## config.mk

```make
export PLATFORM = sky130hd
export DESIGN_NAME = mini_cpu_pipe
export DESIGN_NICKNAME = d
export VERILOG_FILES = /design/src/rtl/mini_cpu_pipe.sv
export SDC_FILE = /design/constraint.sdc
export NUM_CORES = 1
export LEC_CHECK = 0
export ABC_CLOCK_PERIOD_IN_PS = 3100
export CAP_MARGIN = 20
export CORE_ASPECT_RATIO = 0.75
export CORE_MARGIN = 8
export CORE_UTILIZATION = 45
export CTS_BUF_LIST = sky130_fd_sc_hd__clkbuf_4 sky130_fd_sc_hd__clkbuf_8
export DETAILED_ROUTE_END_ITERATION = 16
export GPL_TIMING_DRIVEN = 0
export PLACE_DENSITY = 0.74
export SLEW_MARGIN = 20
export SYNTH_ARGS = -nofsm -noshare
export SYNTH_HDL_FRONTEND = slang
export SYNTH_SLANG_ARGS = --single-unit
```

## constraint.sdc

```tcl
create_clock -name clock -period 3.1 [get_ports clock]
set_input_delay 0.465 -clock clock [delete_from_list [all_inputs] [get_ports clock]]
set_output_delay 0.465 -clock clock [all_outputs]
set_load 0.01 [all_outputs]
```

## src/rtl/mini_cpu_pipe.sv

```systemverilog
`default_nettype none
// =============================================================================
// mini_cpu_pipe : sequenced mini CPU (IDLE -> EXEC -> WB), one instruction per
// three cycles against a WIDTH x NREGS register file. Optional build macro:
// MINI_CPU_SAT_EN (saturating ADD/SUB).                         Revision 1.0
// =============================================================================

module mini_cpu_pipe #(
  parameter  int WIDTH = 8,
  parameter  int NREGS = 4,
  localparam int AW    = $clog2(NREGS),
  localparam int IW    = 4 + 2*AW + WIDTH
) (
  input  logic             clock,
  input  logic             clr_n,
  input  logic [IW-1:0]    instr,
  input  logic             instr_valid,
  output logic             instr_ready,
  output logic [WIDTH-1:0] out,
  output logic             out_valid,
  output logic             overflow,
  output logic             illegal
);

  localparam logic [3:0] OP_NOP = 4'h0;
  localparam logic [3:0] OP_CLR = 4'h1;
  localparam logic [3:0] OP_LDI = 4'h2;
  localparam logic [3:0] OP_ADD = 4'h3;
  localparam logic [3:0] OP_SUB = 4'h4;
  localparam logic [3:0] OP_SHL = 4'h5;
  localparam logic [3:0] OP_SHR = 4'h6;
  localparam logic [3:0] OP_AND = 4'h7;
  localparam logic [3:0] OP_OR  = 4'h8;
  localparam logic [3:0] OP_CMP = 4'h9;
  localparam logic [3:0] OP_OUT = 4'hA;
  localparam logic [3:0] OP_MOV = 4'hB;

  typedef enum logic [1:0] {
    S_IDLE = 2'd0,
    S_EXEC = 2'd1,
    S_WB   = 2'd2
  } state_t;

  state_t           state_q, state_d;
  logic [IW-1:0]    ir_q, ir_d;
  logic [WIDTH-1:0] regs_q [NREGS];
  logic [WIDTH-1:0] regs_d [NREGS];

  // EXEC -> WB pipeline register
  logic [WIDTH-1:0] res_q, res_d;
  logic             flag_q, flag_d;
  logic             wr_q, wr_d;
  logic             upd_out_q, upd_out_d;
  logic             upd_ovf_q, upd_ovf_d;
  logic             clr_all_q, clr_all_d;
  logic             ill_q, ill_d;

  logic [WIDTH-1:0] out_q, out_d;
  logic             out_valid_q, out_valid_d;
  logic             overflow_q, overflow_d;
  logic             illegal_q, illegal_d;

  // Decode from the latched word; it stays stable through EXEC and WB.
  logic [3:0]       op;
  logic [AW-1:0]    rd_a, rs_a;
  logic [WIDTH-1:0] imm, a, b;
  logic [WIDTH:0]   sum, diff;

  assign op   = ir_q[IW-1 -: 4];
  assign rd_a = ir_q[WIDTH+2*AW-1 -: AW];
  assign rs_a = ir_q[WIDTH+AW-1 -: AW];
  assign imm  = ir_q[WIDTH-1:0];
  assign a    = regs_q[rd_a];
  assign b    = regs_q[rs_a];
  assign sum  = {1'b0, a} + {1'b0, b};
  assign diff = {1'b0, a} - {1'b0, b};

  always_comb begin
    state_d     = state_q;
    ir_d        = ir_q;
    regs_d      = regs_q;
    res_d       = res_q;
    flag_d      = flag_q;
    wr_d        = wr_q;
    upd_out_d   = upd_out_q;
    upd_ovf_d   = upd_ovf_q;
    clr_all_d   = clr_all_q;
    ill_d       = ill_q;
    out_d       = out_q;
    out_valid_d = 1'b0;
    overflow_d  = overflow_q;
    illegal_d   = 1'b0;

    case (state_q)
      S_IDLE: begin
        if (instr_valid) begin
          ir_d    = instr;
          state_d = S_EXEC;
        end
      end

      S_EXEC: begin
        res_d     = '0;
        flag_d    = 1'b0;
        wr_d      = 1'b0;
        upd_out_d = 1'b0;
        upd_ovf_d = 1'b0;
        clr_all_d = 1'b0;
        ill_d     = 1'b0;
        case (op)
          OP_NOP: ;
          OP_CLR: begin
            clr_all_d = 1'b1;
          end
          OP_LDI: begin
            res_d = imm; wr_d = 1'b1; upd_out_d = 1'b1;
          end
          OP_ADD: begin
`ifdef MINI_CPU_SAT_EN
            res_d = sum[WIDTH] ? '1 : sum[WIDTH-1:0];
`else
            res_d = sum[WIDTH-1:0];
`endif
            flag_d = sum[WIDTH]; wr_d = 1'b1; upd_out_d = 1'b1; upd_ovf_d = 1'b1;
          end
          OP_SUB: begin
            // diff[WIDTH] is the borrow, i.e. rs > rd unsigned
`ifdef MINI_CPU_SAT_EN
            res_d = diff[WIDTH] ? '0 : diff[WIDTH-1:0];
`else
            res_d = diff[WIDTH-1:0];
`endif
            flag_d = diff[WIDTH]; wr_d = 1'b1; upd_out_d = 1'b1; upd_ovf_d = 1'b1;
          end
          OP_SHL: begin
            res_d = a << 1; flag_d = a[WIDTH-1];
            wr_d = 1'b1; upd_out_d = 1'b1; upd_ovf_d = 1'b1;
          end
          OP_SHR: begin
            res_d = a >> 1; flag_d = a[0];
            wr_d = 1'b1; upd_out_d = 1'b1; upd_ovf_d = 1'b1;
          end
          OP_AND: begin
            res_d = a & b; wr_d = 1'b1; upd_out_d = 1'b1; upd_ovf_d = 1'b1;
          end
          OP_OR: begin
            res_d = a | b; wr_d = 1'b1; upd_out_d = 1'b1; upd_ovf_d = 1'b1;
          end
          OP_CMP: begin
            res_d[2:0] = {a < b, a == b, a > b};
            upd_out_d  = 1'b1; upd_ovf_d = 1'b1;
          end
          OP_OUT: begin
            res_d = a; upd_out_d = 1'b1;
          end
          OP_MOV: begin
            res_d = b; wr_d = 1'b1; upd_out_d = 1'b1;
          end
          default: begin
            ill_d = 1'b1;
          end
        endcase
        state_d = S_WB;
      end

      S_WB: begin
        if (clr_all_q) begin
          for (int i = 0; i < NREGS; i++) regs_d[i] = '0;
          out_d       = '0;
          overflow_d  = 1'b0;
          out_valid_d = 1'b1;
        end else begin
          if (wr_q) regs_d[rd_a] = res_q;
          if (upd_out_q) begin
            out_d       = res_q;
            out_valid_d = 1'b1;
          end
          if (upd_ovf_q) overflow_d = flag_q;
          illegal_d = ill_q;
        end
        state_d = S_IDLE;
      end

      default: state_d = S_IDLE;
    endcase
  end

  always_ff @(posedge clock or negedge clr_n) begin
    if (!clr_n) begin
      state_q     <= S_IDLE;
      ir_q        <= '0;
      for (int i = 0; i < NREGS; i++) regs_q[i] <= '0;
      res_q       <= '0;
      flag_q      <= 1'b0;
      wr_q        <= 1'b0;
      upd_out_q   <= 1'b0;
      upd_ovf_q   <= 1'b0;
      clr_all_q   <= 1'b0;
      ill_q       <= 1'b0;
      out_q       <= '0;
      out_valid_q <= 1'b0;
      overflow_q  <= 1'b0;
      illegal_q   <= 1'b0;
    end else begin
      state_q     <= state_d;
      ir_q        <= ir_d;
      for (int i = 0; i < NREGS; i++) regs_q[i] <= regs_d[i];
      res_q       <= res_d;
      flag_q      <= flag_d;
      wr_q        <= wr_d;
      upd_out_q   <= upd_out_d;
      upd_ovf_q   <= upd_ovf_d;
      clr_all_q   <= clr_all_d;
      ill_q       <= ill_d;
      out_q       <= out_d;
      out_valid_q <= out_valid_d;
      overflow_q  <= overflow_d;
      illegal_q   <= illegal_d;
    end
  end

  assign instr_ready = (state_q == S_IDLE);
  assign out         = out_q;
  assign out_valid   = out_valid_q;
  assign overflow    = overflow_q;
  assign illegal     = illegal_q;

endmodule

`default_nettype wire

```

# ---- After elaboration in Yosys (flattened, before gate mapping)
# Index checks and enable logic that the tools add are counted.
dict set report totals {
  input_bits 19
  output_inout_bits 12
  word_cells 87
  register_bits 75
}
dict set report op_classes {
  bitwise_logic 4
  reduce_logical 14
  eq_ne 15
  magnitude_cmp 5
  n_addsub 2
  muxes 30
}
# cell n
set op_table {}
lappend op_table {{$mux W32} 2}
lappend op_table {{$mux W8} 7}
lappend op_table {{$pmux W5 S9} 1}
lappend op_table {{$bmux W8 S2} 2}
lappend op_table {{$bwmux W32} 1}
lappend op_table {{$pmux W3 S10} 1}
lappend op_table {{$demux W8 S2} 1}
lappend op_table {{$eq A4 B3 Y1 const B} 4}
lappend op_table {{$eq A4 B4 Y1 const B} 4}
lappend op_table {{$mux W1} 12}
lappend op_table {{$reduce_or A12 Y1} 1}
lappend op_table {{$reduce_or A10 Y1} 1}
lappend op_table {{$add A8 B8 Y9} 1}
lappend op_table {{$sub A8 B8 Y9} 1}
lappend op_table {{$and A8 B8 Y8} 1}
lappend op_table {{$eq A4 B2 Y1 const B} 2}
lappend op_table {{$eq A8 B8 Y1} 1}
lappend op_table {{$gt A8 B8 Y1} 1}
lappend op_table {{$lt A8 B8 Y1} 1}
lappend op_table {{$or A8 B8 Y8} 1}
lappend op_table {{$reduce_and A2 Y1} 4}
lappend op_table {{$reduce_or A8 Y1} 1}
lappend op_table {{$reduce_or A7 Y1} 1}
lappend op_table {{$ge A3 B3 Y1 const B} 2}
lappend op_table {{13 further kinds} 16}

# ---- Depth between registers and ports, before layout
# Gate-level depths: netlist (run 1).
dict set report logic_depth {
  word_depth 8
  depth_mapped 13
  depth_no_buf 11
}

# ---- Least setup slack after synthesis (run 1)
# Ideal clock, no wire load.
dict set report synth_path {
  path_type {register to register}
  startpoint {register ir_q[8]}
  endpoint {register res_q[5]}
  stages_incl_launch_ff 11
  t_required_ns 2.966
  path_slack_ns 0.318
  setup_time_ns 0.134
  path_buffers 1
  t_arrival_ns 2.648
  cell_sequence {dfrtp_1 buf_6 mux4_1 inv_1 ha_1 or2_2 a221oi_1 or4_1 o31ai_1 a222oi_1 a31oi_1}
}
dict set report synth_between {
  elab_chain_cells 6
  word_cells_on_any_way 9
  classes_between {add/sub: 2; mux: 4; bitwise: 3}
}
# item line
set synth_lines {}
lappend synth_lines {{start, declared} 45} ;# logic [IW-1:0] ir_q, ir_d;
lappend synth_lines {{start signal, assigned} 206} ;# ir_q <= ir_d;
lappend synth_lines {{$not A2 Y3 (not written as such) (*)} 74} ;# assign b = regs_q[rs_a];
lappend synth_lines {{$bmux W8 S2 (*)} 74}
lappend synth_lines {{$mux W8 (not written as such) (*) (2 in a row)} 74}
lappend synth_lines {{$sub A8 B8 Y9, or another cell as far along} 76} ;# assign diff = {1'b0, a} - {1'b0, b};
lappend synth_lines {{$pmux W5 S9 (*)} 110} ;# case (op)
lappend synth_lines {{end signal, assigned} 208} ;# res_q <= res_d;
lappend synth_lines {{end, declared} 50} ;# logic [WIDTH-1:0] res_q, res_d;
# Every way passes the cells marked *; elsewhere a longest branch is shown, timed or not. The select of a mux whose other input is x is not followed.
# A chain may end at the register's enable or synchronous reset.

# ---- Worst setup path after layout (run 1)
# Same ends and word-level chain as after synthesis.

==> results of run 1 <==
-- layout by cell type, fill, tap and decap left out, drive strengths merged, types with 5 or more instances in the layout --
cell and instances:
inv 32, ha 30, nor2 30, nor2b 7, a31oi 7, mux2i 10, mux2 15, clkbuf 35
clkdlybuf4s50 29, nand2 80, nand2b 18, mux4 13, a211oi 5, a21oi 22, nand3 11, o22ai 6
nor4 5, a22oi 35, dfrtp 75, buf 22, o21ai 68
-- layout make-up --
cell class / instances / area, um^2
fill: 1067 / 5360
clock buffer: 9 / 124
multi-input combinational: 428 / 3110
inverter: 30 / 113
clock inverter: 7 / 60.1
sequential: 75 / 1880
timing repair buffer: 40 / 393
buffer: 37 / 181
tap: 144 / 180
-- per-layer routing --
layer	vias to the layer above	wire, um	track usage
met5	-	0	0
met4	0	408	0.0680
li1	2185	-	-
met3	37	1450	0.0542
met2	246	7150	0.331
met1	2388	7800	0.314
-- metrics by stage --
step           instance area [um^2]  total power, uW  hold slack [ns]
2_1_floorplan                  5180             2940            0.169
3_3_place_gp                   5660             3670            0.458
3_5_place_dp                   5690             3720            0.406
4_1_cts                        5900             4480          0.00839
5_1_grt                        6040             4950           0.0206
6_report                       6040             4680          0.00376
-- cell usage after synthesis (10+ instances only) --
library cell / count
a21oi_1: 22
inv_1: 29
clkbuf_1: 28
nand3_1: 11
nand2_1: 80
a22oi_1: 35
dfrtp_1: 75
mux2i_1: 10
ha_1: 30
nor2_1: 30
nand2b_1: 18
mux2_2: 15
o21ai_0: 64
-- state kept, by name, summed over array words and instances (netlist names), 2 cells and up --
| register | flops |
|---|---|
| out | 8 |
| state_q | 2 |
| regs_q | 32 |
| res_q | 8 |
| ir_q | 16 |
-- what timing repair did --
item | CTS | global route
pin swaps | 1 | 5
buffers inserted | 3 | 6
resized for setup | 12 | 25
hold endpoints to repair | 0 | 0
endpoints found under the setup margin | 7 | 7
-- power groups by stage --
stage / Combinational [uW] / Sequential (uW) / Clock [uW]
after global placement: 2180 / 1500 / 0
after CTS: 2250 / 1500 / 728
after detailed placement: 2210 / 1510 / 0
after global routing: 2640 / 1540 / 768
final: 2440 / 1520 / 723
after floorplan: 1520 / 1420 / 0
-- worst reg2reg max path: cells and delay by family, from the launching register on --
kind                     cells  cell delay [ns]
buffers and inverters        2             0.35
AO/OA/AOI/OAI                4             1.02
multiplexers                 1             0.58
adder cells (fa/ha/maj)      1             0.20
flip-flops                   1             0.37
AND/OR/NAND/NOR              2             0.44
-- cells by family after synthesis --
kind of cell | share of synthesized area
fa+ha+maj | 0.0802
xor+xnor | 0.00338
buf+inv | 0.0543
mux | 0.114
flops | 0.362
compound gates | 0.234
simple gates | 0.153
-- worst paths after layout --
path                          from   endpoint  slack, ns  cells past startpoint
hold reg to reg             out[6]     out[6]       0.48                      2
max in group asynchronous    clr_n  regs_q[5]       2.53                      2
setup reg to reg           ir_q[8]   res_q[5]       0.03                     10
min in group clock          out[6]     out[6]       0.48                      2
setup / recovery           ir_q[8]   res_q[5]       0.03                     10
hold / removal               clr_n   ir_q[10]      0.004                      1
==> impl_metrics.py, run 1 <==
metrics = {
    "floorplan": {
        "die_h_um": 109,
        "start_util": 0.454,
        "die_w_um": 140,
        "dieArea_um2": 15200,
        "core_area_um2": 11400,
        "rows": 34,
        "ios": 31,
    },
    "place": {
        "gp_congestion": 0.947,
        "dp_worst_setup_slack_ns": -0.336,
        "hpwl_um": 12600,
        "port-buffer-count": 30,
        "dp.cells": 747,
    },
    "drt": {
        "wl_um": 16800,
        "num_vias": 4856,
        "drc": 0,
        "firstDrtPassIters": 5,
        "wire_per_inst_um": 21.8,
        "drtIter0Drc": 639,
        "viasPerCell": 6.31,
        "drtAntennaViolNets": 0,
    },
    "timing": {
        "relSlewSlack": 0.518,
        "skew_ns": 0.0100,
        "setup_viol": 0,
        "rsz0062_at_grt": "true",
        "fin_crit_sh": 0.991,
        "tightest_slew_ns": 0.723,
        "max_freq_mhz": 325,
        "fin_crit_ns": 3.07,
        "drv_slew": 0,
        "finalHoldViolations": 0,
        "fin_tns_setup_ns": 0,
        "setup_ws_ns": 0.0272,
    },
    "power_and_ir_drop": {
        "p_seq_frac": 0.324,
        "p_comb_frac": 0.522,
        "clockPowerShare": 0.154,
        "switching_share": 0.453,
        "power.internal_uw": 2560,
        "p_per_area_nw_per_um2": 776,
        "ir_drop_mv": 0.352,
        "p_leak_uw": 0.00263,
        "power_switching_uw": 2120,
    },
    "yosys": {
        "synth_edf_count": 0,
        "yosysTopAreaCellShare": 0.362,
        "seq_area_frac_synth": 0.362,
        "synthFlopType": "dfrtp_1",
        "synth_nets": 623,
        "ys_ff_latch": 75,
        "yosysTopAreaCell": "dfrtp_1",
        "yosys.cell_types.count": 62,
        "synth-async-reset-ratio": 1.00,
        "netlist_area_um2": 5180,
        "yosys_warnings": 0,
        "postSynthCellCount": 572,
        "synth_area_leaders": "dfrtp_1 36%, ha_1 7.2%, o21ai_0 6.2%, nand2_1 5.8%, a22oi_1 5.1%",
        "avgSynthCellArea_um2": 9.06,
    },
    "global_routing": {
        "antenna_found_initial": 0,
        "grt_pass1_vias": 4629,
        "globalRouteOverflowTotal": 0,
        "grt_start_max_net_pins": 50,
        "grt_first_pass_wirelength_um": 26200,
        "track_usage": 0.222,
    },
    "hold_path": {
        "hp-class": "in2async",
    },
    "setup_path": {
        "cpMaxStageDelayCell": "mux4_2",
        "critPathRequiredTime_ns": 3.34,
        "critical_path.top_delay_family": "compound AO/OA/AOI/OAI gates",
        "worstPathArrival_ns": 3.31,
        "path_buf_inv": 2,
        "endpoint_kind": "flop",
        "worst_setup_path_start_kind": "flop",
        "critPathKind": "reg2reg",
        "path_cells": "buf_8 > mux4_2 > buf_4 > ha_1 > or2_4 > a221oi_4 > or4_1 > o31ai_1 > a222oi_1 > a31oi_1",
        "worstPathMaxFanout": 9,
        "max_stage_delay_ns": 0.58,
    },
    "cells_and_area": {
        "nets": 672,
        "area_growth_pct": 16.5,
        "final_cells": 770,
        "num_antenna_cells": 0,
        "drive_gt1_frac": 0.137,
        "fin_util": 0.530,
    },
    "run": {
        "drv_cap": 0,
    },
    "clocking": {
        "cts-buffers-inserted": 9,
        "h-tree-depth": 3,
        "cts_max_path_buffers": 2,
        "cts_sinks": 75,
        "holdBufCountCts": 0,
        "clk_pin_slew_ns": 0.09,
        "cts_tree": "yes",
        "clk_latency_ns": 0.37,
        "cts-root-buf": "clkbuf_8",
    },
    "status": {
        "status": "finished clean",
    },
}
(Power assumes the default switching activity.)
==> inputs of run 2 (changes only) <==
- CORE_UTILIZATION: 45 -> 62
- PLACE_DENSITY: 0.74 -> 0.94
==> impl_metrics.py, run 2 (same netlist as run 1, synthesis figures left out) <==
metrics = {
    "setup_path": {
        "endpoint_kind": "flop",
        "worstPathMaxFanout": 7,
        "reg2reg_slack_ns": 0.07,
        "critPathRequiredTime_ns": 3.32,
        "worst_setup_path_start_kind": "flop",
        "worstPathArrival_ns": 3.26,
        "critPathKind": "reg2reg",
    },
    "drt": {
        "wl_um": 17400,
        "drc": 0,
        "firstDrtPassIters": 8,
        "wire_per_inst_um": 23.6,
        "num_vias": 5110,
        "viasPerCell": 6.94,
        "drtAntennaViolNets": 0,
        "drtIter0Drc": 830,
    },
    "clocking": {
        "clk_latency_ns": 0.36,
        "cts-root-buf": "clkbuf_8",
        "clk_pin_slew_ns": 0.08,
        "cts_max_path_buffers": 2,
        "h-tree-depth": 3,
        "cts-buffers-inserted": 9,
        "cts_tree": "yes",
        "holdBufCountCts": 0,
        "cts_sinks": 75,
    },
    "place": {
        "hpwl_um": 12600,
        "gp_congestion": 1.09,
        "port-buffer-count": 30,
    },
    "cells_and_area": {
        "nets": 673,
        "final_cell_mix": "80 x nand2_1, 75 x dfrtp_1, 63 x o21ai_0",
        "area_growth_pct": 17.7,
        "final_common_cell": "nand2_1",
        "drive_gt1_frac": 0.147,
        "fin_util": 0.737,
        "top_regs": "regs_q (32), ir_q (16)",
        "top_register": "regs_q",
        "largest_reg_flops": 32,
        "nFillCells": 606,
    },
    "timing": {
        "whs_ns": 0.00274,
        "drv_slew": 0,
        "tightest_slew_ns": 0.708,
        "max_freq_mhz": 330,
        "setup_viol": 0,
        "fin_crit_sh": 0.979,
        "relSlewSlack": 0.526,
        "skew_ns": 0.0111,
        "finalHoldViolations": 0,
        "fin_crit_ns": 3.03,
    },
    "power_and_ir_drop": {
        "clockPowerShare": 0.190,
        "p_leak_uw": 0.00269,
        "ir_drop_mv": 0.596,
        "p_seq_frac": 0.310,
        "p_comb_frac": 0.501,
        "switching_share": 0.429,
        "power_switching_uw": 2130,
        "p_per_area_nw_per_um2": 814,
        "power.internal_uw": 2830,
    },
    "global_routing": {
        "grt_pass1_vias": 4859,
        "antenna_found_initial": 1,
        "globalRouteOverflowTotal": 0,
        "track_usage": 0.306,
        "grt_first_pass_wirelength_um": 27000,
        "grt_start_max_net_pins": 53,
    },
    "floorplan": {
        "rows": 29,
        "ios": 31,
        "die_h_um": 95.2,
        "dieArea_um2": 11600,
        "die_w_um": 122,
        "core_area_um2": 8270,
        "start_util": 0.626,
    },
    "status": {
        "status": "finished clean",
    },
    "hold_path": {
        "hp-class": "in2async",
    },
    "run": {
        "drv_cap": 0,
    },
}
## run 2: path summary, 6_finish.rpt
check                         start         end  cells after the start
setup / recovery           ir_q[10]    res_q[5]                     10
hold / removal                clr_n      flag_q                      1
setup reg to reg           ir_q[10]    res_q[5]                     10
hold reg to reg                wr_q        wr_q                      2
max in group asynchronous     clr_n  regs_q[29]                      2
min in group clock             wr_q        wr_q                      2
## run 2: per-layer routing
metal	vias up	part of all wire	track usage
met3	81	0.14	0.109
met4	0	0.037	0.123
met5	-	0	0
li1	2195	-	-
met1	2431	0.40	0.414
met2	403	0.42	0.441
## run 2: critical path, stage by stage, from the launching register on
cell      delay (ns)
dfrtp_1         0.39
buf_8           0.17
mux4_2          0.56
inv_2           0.11
ha_1            0.27
or2_4           0.26
a221oi_4        0.28
or4_1           0.15
o31ai_1         0.08
a222oi_1        0.49
a31oi_1         0.15
## run 2: layout make-up
class                           count  area (um^2)  area share
Antenna cell                        1         2.50    0.000410
Tap cell                          108          135      0.0221
Clock inverter                      6          113      0.0185
Clock buffer                       10          138      0.0226
Timing Repair Buffer               42          420      0.0689
Inverter                           30          116      0.0191
Multi-Input combinational cell    428         3120       0.511
Sequential cell                    75         1880       0.308
Buffer                             36          183      0.0299
## run 2: through the flow
step,setup slack (ns),instances,setup TNS (ns),power [uW],instance area [um^2]
final,0.0653,736,0,4960,6100
after global routing,-0.00147,735,-0.00162,5200,6100
after CTS,0.00302,732,0,4740,5980
after detailed placement,-0.324,711,-1.57,3710,5640
after global placement,-0.864,710,-65.35,3640,5620
after floorplan,0.318,572,0,2940,5180
## run 2: timing repair
action / in CTS / in global routing
pin swaps: 2 / 8
setup endpoints to repair: 7 / 7
gates resized for setup: 15 / 26
setup buffers: 7 / 4
## run 2: power groups by stage
stage	logic, uW	registers, uW	clock network, uW
detailed placement	2200	1510	0
CTS	2280	1510	948
global placement	2150	1490	0
finish	2490	1540	942
floorplan	1520	1420	0
global route	2660	1550	990
